$ cat config.mk
export PLATFORM = sky130hd
export DESIGN_NAME = bldc_commutator
export DESIGN_NICKNAME = d
export VERILOG_FILES = /design/src/rtl/bldc_pkg.sv /design/src/rtl/bldc_commutator_hall_filter.sv /design/src/rtl/bldc_commutator.sv
export SDC_FILE = /design/constraint.sdc
export NUM_CORES = 1
export LEC_CHECK = 0
export BUFFER_PORTS_ARGS = -buffer_cell sky130_fd_sc_hd__buf_4
export CAP_MARGIN = 10
export CORE_MARGIN = 2
export CORE_UTILIZATION = 54
export CTS_BUF_LIST = sky130_fd_sc_hd__clkbuf_2
export DETAILED_ROUTE_END_ITERATION = 8
export PLACE_DENSITY = 0.79
export SYNTH_ARGS = -nofsm -noshare
export SYNTH_HDL_FRONTEND = slang
export SYNTH_SLANG_ARGS = --single-unit
$ cat constraint.sdc
create_clock -name clk -period 2.5 [get_ports clk]
set_input_delay 0.125 -clock clk [delete_from_list [all_inputs] [get_ports clk]]
set_output_delay 0.125 -clock clk [all_outputs]
set_load 0.01 [all_outputs]
$ cat src/rtl/bldc_pkg.sv
// Shared types and helpers for the six-step BLDC commutation controller.
package bldc_pkg;

    // Controller state, encoded as reported on the state output.
    typedef enum logic [1:0] {
        ST_IDLE  = 2'd0,
        ST_RUN   = 2'd1,
        ST_BRAKE = 2'd2,
        ST_FAULT = 2'd3
    } state_e;

    // Fault codes held while in FAULT.
    localparam logic [1:0] FC_NONE  = 2'd0;
    localparam logic [1:0] FC_HALL  = 2'd1;
    localparam logic [1:0] FC_STALL = 2'd2;

    // Role a phase plays within the current sector.
    typedef enum logic [1:0] {
        ROLE_PWM   = 2'd0,
        ROLE_LOW   = 2'd1,
        ROLE_FLOAT = 2'd2
    } role_e;

    typedef struct packed {
        role_e a;
        role_e b;
        role_e c;
    } roles_t;

    // Codes 0 and 7 cannot occur with healthy 120-degree sensors.
    function automatic logic hall_valid(input logic [2:0] h);
        return (h != 3'd0) && (h != 3'd7);
    endfunction

    // Sector table: the forward table drives the listed phase with PWM and
    // holds the second low; reverse swaps those two roles. Invalid codes
    // float every phase.
    function automatic roles_t sector_roles(input logic [2:0] h, input logic rev);
        role_e  hi;
        role_e  lo;
        roles_t r;
        hi = rev ? ROLE_LOW : ROLE_PWM;
        lo = rev ? ROLE_PWM : ROLE_LOW;
        r.a = ROLE_FLOAT;
        r.b = ROLE_FLOAT;
        r.c = ROLE_FLOAT;
        case (h)
            3'd5: begin r.a = hi; r.b = lo; end
            3'd4: begin r.a = hi; r.c = lo; end
            3'd6: begin r.b = hi; r.c = lo; end
            3'd2: begin r.b = hi; r.a = lo; end
            3'd3: begin r.c = hi; r.a = lo; end
            3'd1: begin r.c = hi; r.b = lo; end
            default: ;
        endcase
        return r;
    endfunction

endpackage

$ cat src/rtl/bldc_commutator_hall_filter.sv
// Hall input conditioning: two-flop synchronizer followed by a debounce
// counter. A code is accepted into hall_f only after HALL_FILTER consecutive
// identical synchronized samples; hall_change pulses for one cycle with it.
module hall_filter #(
    parameter int HALL_FILTER = 4
) (
    input  logic       clk,
    input  logic       rst,
    input  logic [2:0] hall,
    output logic [2:0] hall_f,
    output logic       hall_change
);

    localparam int CW = $clog2(HALL_FILTER + 1);

    logic [2:0]    sync1;
    logic [2:0]    sync2;
    logic [2:0]    cand;
    logic [CW-1:0] cnt;
    logic [CW-1:0] cnt_next;

    // Run length of the current synchronized code, including this sample,
    // saturating at the filter depth.
    always_comb begin
        cnt_next = CW'(1);
        if (sync2 == cand) begin
            cnt_next = (cnt == CW'(HALL_FILTER)) ? cnt : cnt + CW'(1);
        end
    end

    // Synchronizer, run-length tracking and acceptance of stable codes.
    always_ff @(posedge clk) begin
        if (rst) begin
            sync1       <= 3'd0;
            sync2       <= 3'd0;
            cand        <= 3'd0;
            cnt         <= '0;
            hall_f      <= 3'd0;
            hall_change <= 1'b0;
        end else begin
            sync1       <= hall;
            sync2       <= sync1;
            cand        <= sync2;
            cnt         <= cnt_next;
            hall_change <= 1'b0;
            if (cnt_next == CW'(HALL_FILTER) && sync2 != hall_f) begin
                hall_f      <= sync2;
                hall_change <= 1'b1;
            end
        end
    end

endmodule

$ cat src/rtl/bldc_commutator.sv
// Six-step BLDC commutation controller: state machine, duty slew limiter,
// stall watchdog and per-phase driver outputs derived from the filtered hall
// sector. Outputs are registered from the next-state view so a decision made
// on one edge appears on the phase drivers at that same edge.
module bldc_commutator
    import bldc_pkg::*;
#(
    parameter int DUTY_CYCLE_WIDTH = 10,
    parameter int HALL_FILTER      = 4,
    parameter int SLEW_STEP        = 8,
    parameter int STALL_TIMEOUT    = 2000000
) (
    input  logic                        clk,
    input  logic                        rst,
    input  logic                        enable,
    input  logic                        brake,
    input  logic                        direction,
    input  logic [DUTY_CYCLE_WIDTH-1:0] duty_cmd,
    input  logic [2:0]                  hall,
    input  logic                        period_strobe,
    input  logic                        clear_fault,
    output logic [DUTY_CYCLE_WIDTH-1:0] duty_a,
    output logic [DUTY_CYCLE_WIDTH-1:0] duty_b,
    output logic [DUTY_CYCLE_WIDTH-1:0] duty_c,
    output logic                        high_z_a,
    output logic                        high_z_b,
    output logic                        high_z_c,
    output logic [1:0]                  state,
    output logic [1:0]                  fault_code,
    output logic [15:0]                 comm_count
);

    localparam int DW = DUTY_CYCLE_WIDTH;
    localparam int SW = (STALL_TIMEOUT < 2) ? 1 : $clog2(STALL_TIMEOUT + 1);

    localparam logic [1:0] S_IDLE  = ST_IDLE;
    localparam logic [1:0] S_RUN   = ST_RUN;
    localparam logic [1:0] S_BRAKE = ST_BRAKE;
    localparam logic [1:0] S_FAULT = ST_FAULT;

    localparam logic [DW-1:0] STEP    = DW'(SLEW_STEP);
    localparam logic [SW-1:0] STALL_T = SW'(STALL_TIMEOUT);

    logic [2:0]          hall_f;
    logic                hall_change;
    logic [2:0]          hall_f_d;
    logic [1:0]          st_next;
    logic [1:0]          fc_next;
    logic [DW-1:0]       duty_applied;
    logic [DW-1:0]       slewed;
    logic [DW-1:0]       da_next;
    logic [SW-1:0]       stall_cnt;
    logic [SW-1:0]       stall_next;
    roles_t              roles;
    role_e               role_v [3];
    logic [2:0][DW-1:0]  duty_n;
    logic [2:0]          hz_n;

    hall_filter #(
        .HALL_FILTER (HALL_FILTER)
    ) u_hall_filter (
        .clk         (clk),
        .rst         (rst),
        .hall        (hall),
        .hall_f      (hall_f),
        .hall_change (hall_change)
    );

    // Next state and fault code, evaluated in fixed priority order.
    always_comb begin
        st_next = state;
        fc_next = fault_code;
        if (state == S_RUN && !hall_valid(hall_f)) begin
            st_next = S_FAULT;
            fc_next = FC_HALL;
        end else if (state == S_RUN && stall_cnt == STALL_T) begin
            st_next = S_FAULT;
            fc_next = FC_STALL;
        end else if (state != S_FAULT && brake) begin
            st_next = S_BRAKE;
        end else if (state != S_FAULT && !enable) begin
            st_next = S_IDLE;
        end else if ((state == S_IDLE || state == S_BRAKE) && enable && hall_valid(hall_f)) begin
            st_next = S_RUN;
        end else if (state == S_FAULT && clear_fault && !enable) begin
            st_next = S_IDLE;
            fc_next = FC_NONE;
        end
    end

    // One slew step toward the command; the step is only added or removed
    // when the gap exceeds it, so the result can neither wrap nor overshoot.
    always_comb begin
        if (duty_cmd > duty_applied) begin
            slewed = (duty_cmd - duty_applied > STEP) ? duty_applied + STEP : duty_cmd;
        end else begin
            slewed = (duty_applied - duty_cmd > STEP) ? duty_applied - STEP : duty_cmd;
        end
    end

    // Applied duty only exists in RUN and only moves on a PWM period wrap.
    always_comb begin
        if (st_next != S_RUN) begin
            da_next = '0;
        end else if (state == S_RUN && period_strobe) begin
            da_next = slewed;
        end else begin
            da_next = duty_applied;
        end
    end

    // Stall watchdog: counts driven clocks without rotor progress, saturating.
    always_comb begin
        stall_next = stall_cnt;
        if (st_next != S_RUN || hall_change) begin
            stall_next = '0;
        end else if (duty_applied != '0 && stall_cnt != STALL_T) begin
            stall_next = stall_cnt + SW'(1);
        end
    end

    // Per-phase driver values for the state being entered.
    always_comb begin
        roles     = sector_roles(hall_f, direction);
        role_v[0] = roles.a;
        role_v[1] = roles.b;
        role_v[2] = roles.c;
        for (int i = 0; i < 3; i++) begin
            duty_n[i] = '0;
            hz_n[i]   = 1'b1;
            case (st_next)
                S_RUN: begin
                    duty_n[i] = (role_v[i] == ROLE_PWM) ? da_next : '0;
                    hz_n[i]   = (role_v[i] == ROLE_FLOAT);
                end
                S_BRAKE: hz_n[i] = 1'b0;
                default: ;
            endcase
        end
    end

    // Core state: FSM, fault code, applied duty and stall counter.
    always_ff @(posedge clk) begin
        if (rst) begin
            state        <= S_IDLE;
            fault_code   <= FC_NONE;
            duty_applied <= '0;
            stall_cnt    <= '0;
        end else begin
            state        <= st_next;
            fault_code   <= fc_next;
            duty_applied <= da_next;
            stall_cnt    <= stall_next;
        end
    end

    // Commutation counter: only transitions between two valid sectors count.
    always_ff @(posedge clk) begin
        if (rst) begin
            hall_f_d   <= 3'd0;
            comm_count <= '0;
        end else begin
            hall_f_d <= hall_f;
            if (hall_change && hall_valid(hall_f) && hall_valid(hall_f_d)) begin
                comm_count <= comm_count + 16'd1;
            end
        end
    end

    // Registered phase driver outputs; reset floats every phase at once.
    always_ff @(posedge clk) begin
        if (rst) begin
            duty_a   <= '0;
            duty_b   <= '0;
            duty_c   <= '0;
            high_z_a <= 1'b1;
            high_z_b <= 1'b1;
            high_z_c <= 1'b1;
        end else begin
            duty_a   <= duty_n[0];
            duty_b   <= duty_n[1];
            duty_c   <= duty_n[2];
            high_z_a <= hz_n[0];
            high_z_b <= hz_n[1];
            high_z_c <= hz_n[2];
        end
    end

endmodule
==> results.toml, run 1 <==
[power]
finalPower_mw = 2.97
leakagePower_nw = 3.19
switching_power_mw = 0.832
clkPwrFrac_pct = 29.2
powerDensity_nw_per_um2 = 367
switching_share_pct = 28.0
ir_drop_v = 0.000368
seqPwrFrac_pct = 56.2
p_int_mw = 2.14
power_frac_comb_pct = 14.5

[grt]
grt_max_degree = 42
antenna_found_initial = 0
track_usage_pct = 29.0
grt-ovfl-total = 0
grt_pass1_wl_mm = 25.9
grt_pass1_vias = 5482

[die]
dieArea_sq_um = 11000
num_rows = 36
ios = 73
initial_core_util_pct = 56.1
fp.dieW_microns = 105
chipHeight_microns = 105
design.core.area_sq_um = 9820

[drt]
routed_wl_mm = 17.5
drt.antenna.violating_nets = 0
drc = 0
drt_pass1_iterations = 5
drtIter0Drc = 386
vias_per_cell = 5.70
vias = 5708
routedWlPerCell_microns = 17.5

[synthesis]
synth.net_count = 698
synth.avg_cell_area_sq_um = 8.53
synth_async_sr_flop_share_pct = 0
synthTopCellsByCount = "dfxtp_1, nor2_1, nand2_1"
yosysWarnings = 0
synth_top_area_share_pct = 37.5
ys_ff_latch = 103
yosysTopAreaCell = "dfxtp_1"
ys_types = 64
synth_flop_cell = "dfxtp_1"
synth_edf_count = 0
seq_area_frac_synth_pct = 37.5
syn_inst = 645
ys_top_cells_by_area = "dfxtp_1, ha_1, nor2_1"
synth_area_sq_um = 5500
yosysMostFrequentCell = "dfxtp_1"

[final_layout]
stdcell_count = 1001
diodes = 0
drive_above_1_share_pct = 37.6
final_nets = 916
syn_to_final_growth_pct = 47.0

[setup_path]
cp_cell_sequence = "buf_6, ha_4, buf_4, o2bb2ai_1, a21bo_2, mux2i_1, nand4_1, buf_4, nor3_2, o32a_1, nor3b_2"
end_kind = "register"
required_ns = 3.01
cp_common_cell = "buf_4"
max_stage_delay_ns = 0.41
cp_slowest_cell = "dfxtp_4"
crit_fanout = 6
arrival_ns = 3.48
cp-start-kind = "register"
crit_type = "register to register"

[cts]
insertion_delay_ns = 0.61
cts_tree = "done"
cts.sinks = 103
htree_levels = 3
cts-root-buf = "clkbuf_2"
cts_buffers = 9
clockBufferDepth = 2
clkSlewWorstSetupHoldPaths_ns = 0.27

[sta]
hold_viol = 0
fin_tns_setup_ns = -15.02
rsz0062_at_grt = "yes"
worstMarginPinSlew_ns = 0.462
slew_headroom_pct = 69.1
holdWs_ns = 0.132
min_period_ns = 2.96
clock.fmax_mhz = 337
setup_violations = 40
setup_ws_ns = -0.464
maxSlewViolCount = 0
period_share_pct = 119
skew_ns = 0.0350

[min_path]
min_path_type = "primary input to register"

[place]
gp_congestion = 0.953
place_inst = 946
io_buffers = 72
dpl.hpwl_mm = 11.5

[flow_run]
cap_violations = 0

[status]
failed_checks = "setup timing"
status = "complete, but fails checks"
==> power by group through the flow <==
stage	combinational (mW)	clock (mW)	sequential, mW
after global placement	0.325	0	1.70
after global routing	0.456	0.939	1.67
after detailed placement	0.334	0	1.70
after CTS	0.385	0.869	1.67
final	0.432	0.867	1.67
after floorplan	0.182	0	1.70
==> sequential cells by signal, indices dropped and copies added, names as in the netlist, 3 cells and up <==
name                  flops
comm_count               16
duty_a                   10
duty_applied             10
duty_b                   10
duty_c                   10
hall_f_d                  3
stall_cnt                21
u_hall_filter.cand        3
u_hall_filter.cnt         3
u_hall_filter.hall_f      3
u_hall_filter.sync1       3
u_hall_filter.sync2       3
==> cell families after synthesis <==
kind of cell    Yosys count  synth area share [%]
simple gates            259                  23.1
xor+xnor                 50                  7.96
flops                   103                  37.5
mux                      18                  3.34
compound gates          119                  15.6
buf+inv                  63                  4.82
fa+ha+maj                33                  7.64
==> per-layer routing <==
metal / wire length (microns) / share of wire [%] / global-route usage (%) / up-vias
met5: 0 / 0 / 0 / -
met4: 560 / 3.2 / 10.2 / 0
met3: 938 / 5.3 / 5.74 / 48
met2: 8930 / 51 / 51.4 / 221
met1: 7110 / 41 / 34.7 / 2767
li1: - / - / - / 2672
==> path summary, 6_finish.rpt <==
path	startpoint	endpoint	slack [ns]	cells past startpoint
setup / recovery	duty_applied[4]	duty_a[4]	-0.46	11
hold / removal	duty_cmd[9]	duty_a[9]	0.13	5
setup reg to reg	duty_applied[4]	duty_a[4]	-0.46	11
hold reg to reg	u_hall_filter.sync1[1]	u_hall_filter.sync2[1]	0.47	1
==> cell usage in the layout (no fill, tap or decap), types with 4 or more instances in the layout <==
cell,Yosys,final
nand4_1,13,13
o21a_1,5,5
nor2b_1,18,17
a31oi_1,6,5
ha_1,32,18
buf_4,3,198
nand2_1,56,54
nor2_1,79,74
nor4_1,8,6
o21ai_0,20,19
a21oi_1,39,35
or3_1,7,7
mux2i_1,15,12
nand3_1,20,19
xnor2_1,27,27
dlygate4sd3_1,0,17
nor2_2,3,5
dfxtp_1,103,92
a211oi_2,1,5
nor3b_2,0,5
nand2b_1,8,5
and3_1,7,6
xor2_1,23,22
nor3_1,17,14
clkbuf_2,0,9
dfxtp_2,0,7
ha_4,0,11
a311oi_2,4,4
buf_6,1,14
dfxtp_4,0,4
inv_1,38,37
==> metrics by stage <==
stage,setup WS [ns],cell area (sq um),utilization (%)
2_1_floorplan,-0.0536,5660,-
3_3_place_gp,-0.410,7140,72.7
3_5_place_dp,-0.421,7140,72.7
4_1_cts,-0.262,7730,78.7
5_1_grt,-0.614,8090,82.4
6_report,-0.464,8090,82.4
==> worst max-delay path, delay by kind of cell, from the launching register on <==
family                   cells  cell delay (ns)
buffers and inverters        3             0.54
multiplexers                 1             0.30
AO/OA/AOI/OAI                3             0.86
adder cells (fa/ha/maj)      1             0.27
AND/OR/NAND/NOR              3             0.51
flip-flops                   1             0.41
==> layout make-up <==
class,instances,area [sq um]
Multi-Input combinational cell,479,3690
Sequential cell,103,2090
Timing Repair Buffer,232,1870
Fill cell,588,1730
Tap cell,133,166
Inverter,38,143
Clock inverter,7,88.8
Clock buffer,9,45.0
==> repair_timing <==
action,4_1_cts,5_1_grt
endpoints found under the setup margin,40,47
hold endpoints to repair,59,0
gates resized for setup,50,46
buffers inserted,9,14
hold buffers,17,0
gates cloned,0,0
pin swaps,25,35
No activity file was read; power rests on OpenSTA's default activity.
==> inputs of run 2 (changes only) <==
- CORE_ASPECT_RATIO: unset -> 2
==> results.toml, run 2 (synthesized netlist as in run 1, its figures left out) <==
[status]
status = "complete, but fails checks"
failed_checks = "setup timing"

[sta]
min_period_ns = 3.09
rsz0062_at_grt = "yes"
skew_ns = 0.0282
hold_viol = 0
clock.fmax_mhz = 324
period_share_pct = 123
worstMarginPinSlew_ns = 0.434
setup_violations = 40
setup_ws_ns = -0.586
fin_tns_setup_ns = -19.94
maxSlewViolCount = 0
slew_headroom_pct = 70.8

[setup_path]
required_ns = 2.98
crit_type = "register to register"
cp-start-kind = "register"
max_stage_delay_ns = 0.39
cp_cell_sequence = "ha_4, fa_2, nand2b_4, a21oi_4, a31oi_1, xor2_1, and4_4, buf_6, buf_12, a32oi_4, buf_12, mux2i_4, nor2_1"
arrival_ns = 3.56
end_kind = "register"
cp_common_cell = "buf_12"
cp_slowest_cell = "dfxtp_2"
crit_fanout = 4

[min_path]
min_path_type = "primary input to register"

[power]
ir_drop_v = 0.000510
finalPower_mw = 2.91
leakagePower_nw = 3.09
powerDensity_nw_per_um2 = 377

[cts]
clockBufferDepth = 2
cts_tree = "done"
htree_levels = 3
cts_buffers = 9
insertion_delay_ns = 0.56
cts-root-buf = "clkbuf_2"
clkSlewWorstSetupHoldPaths_ns = 0.25
cts.sinks = 103

[drt]
routed_wl_mm = 17.2
vias = 5578
drc = 0
drtIter0Drc = 414
vias_per_cell = 5.68
routedWlPerCell_microns = 17.5
drt_pass1_iterations = 5
drt.antenna.violating_nets = 0

[final_layout]
reg_top3 = "stall_cnt: 21 flops, comm_count: 16 flops"
multi_input_area_sq_um = 3550
top_register = "stall_cnt"
final_util_pct = 77.1
final_common_cell = "buf_4"
syn_to_final_growth_pct = 40.3
largest_reg_flops = 21
fillers = 709
most-common-layout-cells = "buf_4, dfxtp_1, nor2_1"
final_nets = 894
area.sequential_sq_um = 2080
drive_above_1_share_pct = 33.8

[grt]
track_usage_pct = 32.0
grt_pass1_wl_mm = 27.1
antenna_found_initial = 1
grt-ovfl-total = 0
grt_pass1_vias = 5693
grt_max_degree = 42

[die]
dieArea_sq_um = 11100
ios = 73
num_rows = 52
fp.dieW_microns = 75.4
initial_core_util_pct = 54.9
design.core.area_sq_um = 10000
chipHeight_microns = 147

[flow_run]
cap_violations = 0

[place]
dpl.hpwl_mm = 12.9
gp_congestion = 0.953
io_buffers = 72
-- run 2: worst paths after layout --
kind / to / cells after the start / start / slack [ns]
max: duty_applied[1] / 13 / duty_applied[0] / -0.59
min: state[1] / 5 / brake / 0.04
max reg2reg: duty_applied[1] / 13 / duty_applied[0] / -0.59
min reg2reg: u_hall_filter.sync2[1] / 1 / u_hall_filter.sync1[1] / 0.46
-- run 2: critical path, delay by kind of cell (launching register included) --
family	cells	cell delay [ns]
AOI/OAI and AO/OA	3	0.71
DFF	1	0.39
adders and majority gates	2	0.54
buffers and inverters	3	0.43
and+or+nand+nor	3	0.48
xor gates and xnor gates	1	0.19
muxes	1	0.27
-- run 2: timing repair --
action | in CTS | in global routing
hold buffers | 14 | 0
hold endpoints to repair | 53 | 0
setup endpoints to repair | 44 | 43
pin swaps | 18 | 16
buffers inserted | 6 | 7
cloned | 1 | 0
resized for setup | 22 | 29
-- run 2: layout make-up --
| cell class | count | share of cell area, % |
|---|---|---|
| antenna | 1 | 0.0324 |
| clock inverter | 6 | 1.10 |
| timing repair buffer | 210 | 21.3 |
| clock buffer | 10 | 0.648 |
| inverter | 38 | 1.85 |
| tap | 135 | 2.19 |
| multi-input combinational | 479 | 45.9 |
| sequential | 103 | 26.9 |
-- run 2: per-layer routing --
| metal | vias up | global-route usage (%) | part of all wire (%) |
|---|---|---|---|
| met2 | 212 | 56.6 | 56 |
| li1 | 2644 | - | - |
| met4 | 0 | 22.1 | 7.2 |
| met3 | 65 | 6.93 | 4.3 |
| met1 | 2657 | 30.9 | 33 |
| met5 | - | 0 | 0 |
-- run 2: through the flow --
| step | instance area (sq um) | std cells | hold slack (ns) | worst slack, ns |
|---|---|---|---|---|
| global placement | 7060 | 939 | 0.335 | -0.436 |
| CTS | 7500 | 975 | 0.00689 | -0.465 |
| global route | 7720 | 982 | 0.0202 | -0.650 |
| floorplan | 5660 | 645 | 0.206 | -0.0536 |
| detailed placement | 7060 | 939 | 0.344 | -0.566 |
| finish | 7720 | 982 | 0.0440 | -0.586 |
-- run 2: where the power goes --
part           switching (mW)  total, mW  internal, mW
sequential            0.00934       1.67          1.66
clock                   0.516      0.849         0.333
combinational           0.200      0.394         0.193
==> inputs of run 3 (changes only) <==
- CORE_ASPECT_RATIO: 2 -> 1.2
==> results.toml, run 3 (synthesized netlist as in run 1, its figures left out) <==
[sta]
hold_viol = 0
worstMarginPinSlew_ns = 0.469
rsz0062_at_grt = "yes"
setup_ws_ns = -0.326
slew_headroom_pct = 68.6
period_share_pct = 113
clock.fmax_mhz = 354
maxSlewViolCount = 0
skew_ns = 0.0320
setup_violations = 40
min_period_ns = 2.83

[setup_path]
cp-start-kind = "register"
crit_fanout = 4
arrival_ns = 3.38
end_kind = "register"
crit_type = "register to register"
required_ns = 3.05
rr_worst_depth = 12
reg2reg_slack_ns = -0.33
worstReg2RegStart = "duty_applied[0]"
r2r-end = "duty_c[0]"

[die]
chipHeight_microns = 115
initial_core_util_pct = 55.3
ios = 73
num_rows = 40
design.core.area_sq_um = 9960
dieArea_sq_um = 11000
fp.dieW_microns = 96.2

[final_layout]
multi_input_area_sq_um = 3710
diodes = 0
fillers = 623
drive_above_1_share_pct = 37.6
final_nets = 908
final_common_cell = "buf_4"
top_register = "stall_cnt"
largest_reg_flops = 21
area.sequential_sq_um = 2090
most-common-layout-cells = "buf_4, dfxtp_1, nor2_1"
stdcell_count = 986
reg_top3 = "stall_cnt: 21 flops, comm_count: 16 flops"
syn_to_final_growth_pct = 45.8

[place]
io_buffers = 72
dpl.hpwl_mm = 11.9
place_inst = 940
gp_congestion = 0.946

[cts]
htree_levels = 3
cts_tree = "done"
cts_buffers = 9
cts-root-buf = "clkbuf_2"
clockBufferDepth = 2
cts.sinks = 103
insertion_delay_ns = 0.62
clkSlewWorstSetupHoldPaths_ns = 0.28

[status]
failed_checks = "setup timing"
status = "complete, but fails checks"

[drt]
drt.antenna.violating_nets = 0
routedWlPerCell_microns = 16.7
drt_pass1_iterations = 5
vias = 5565
routed_wl_mm = 16.4
drc = 0
drtIter0Drc = 350
vias_per_cell = 5.64

[grt]
track_usage_pct = 30.3
gr-usage-met3_pct = 7.50
grt_max_degree = 42
grt-ovfl-total = 0
grt_pass1_vias = 5501
gr-usage-met2_pct = 52.1
antenna_found_initial = 0
grt_pass1_wl_mm = 25.9
busiest_layer = "met2"
globalRouteMet1Util_pct = 32.3

[power]
leakagePower_nw = 3.16
powerDensity_nw_per_um2 = 371
ir_drop_v = 0.000399
finalPower_mw = 2.98

[flow_run]
cap_violations = 0

[min_path]
hold_end = "duty_b[9]"
min_path_type = "primary input to register"
hold_start = "duty_cmd[9]"
min_delay_path_depth = 5
run 3: layout make-up:
type,count,share of cell area [%]
multi-input cells,479,46.3
flip-flops and latches,103,26.0
repair buffers,224,22.2
well taps,126,1.96
inverters,38,1.78
clock inverters,6,1.15
clock buffers,10,0.624
run 3: worst max-delay path by stage:
stage / cells past startpoint / start / endpoint / slack, ns
3_5_place_dp: 9 / duty_applied[5] / duty_c[5] / -0.37
2_1_floorplan: 9 / duty_applied[6] / duty_b[0] / -0.05
5_1_grt: 11 / duty_applied[0] / duty_a[4] / -0.41
4_1_cts: 11 / duty_applied[0] / duty_applied[4] / -0.25
6_report: 12 / duty_applied[0] / duty_c[0] / -0.33
3_3_place_gp: 9 / duty_applied[5] / duty_a[5] / -0.32
run 3: critical path, cell delays in order, from the launching register on:
cell and delay, ns:
dfxtp_2 0.41, ha_4 0.16, fa_2 0.33, buf_4 0.15, xnor2_2 0.13, o211ai_2 0.11
nor3_4 0.25, a2111oi_4 0.06, and4_4 0.23, buf_6 0.14, a32oi_4 0.34, mux2i_2 0.36
nor2_1 0.10
run 3: where the power goes:
part	internal, mW	total [mW]	switching, mW	leakage (nW)
combinational	0.212	0.416	0.204	2.24
clock	0.339	0.897	0.558	0.0787
sequential	1.66	1.67	0.00919	0.839
run 3: metrics by stage:
step | setup WS (ns) | utilization, % | hold slack [ns] | instance area (sq um) | TNS [ns]
3_5_place_dp | -0.375 | 71.6 | 0.344 | 7130 | -11.72
2_1_floorplan | -0.0536 | - | 0.206 | 5660 | -1.33
6_report | -0.326 | 80.6 | 0.0959 | 8030 | -10.75
4_1_cts | -0.250 | 78.0 | 0.0246 | 7770 | -8.22
3_3_place_gp | -0.323 | 71.6 | 0.335 | 7130 | -9.82
5_1_grt | -0.413 | 80.6 | 0.0816 | 8030 | -14.39
run 3: what timing repair did:
action                                  4_1_cts  5_1_grt
endpoints found under the hold margin        61        0
pin swaps                                    31       27
endpoints found under the setup margin       40       69
gates resized for setup                      56       40
setup buffers                                 5        9
hold buffers                                 16        0
gates cloned                                  0        0
run 3: routing by layer:
metal / part of all wire, % / routed length (microns)
met1: 37 / 6130
met2: 53 / 8720
met3: 4.9 / 807
met4: 4.8 / 783
met5: 0 / 0
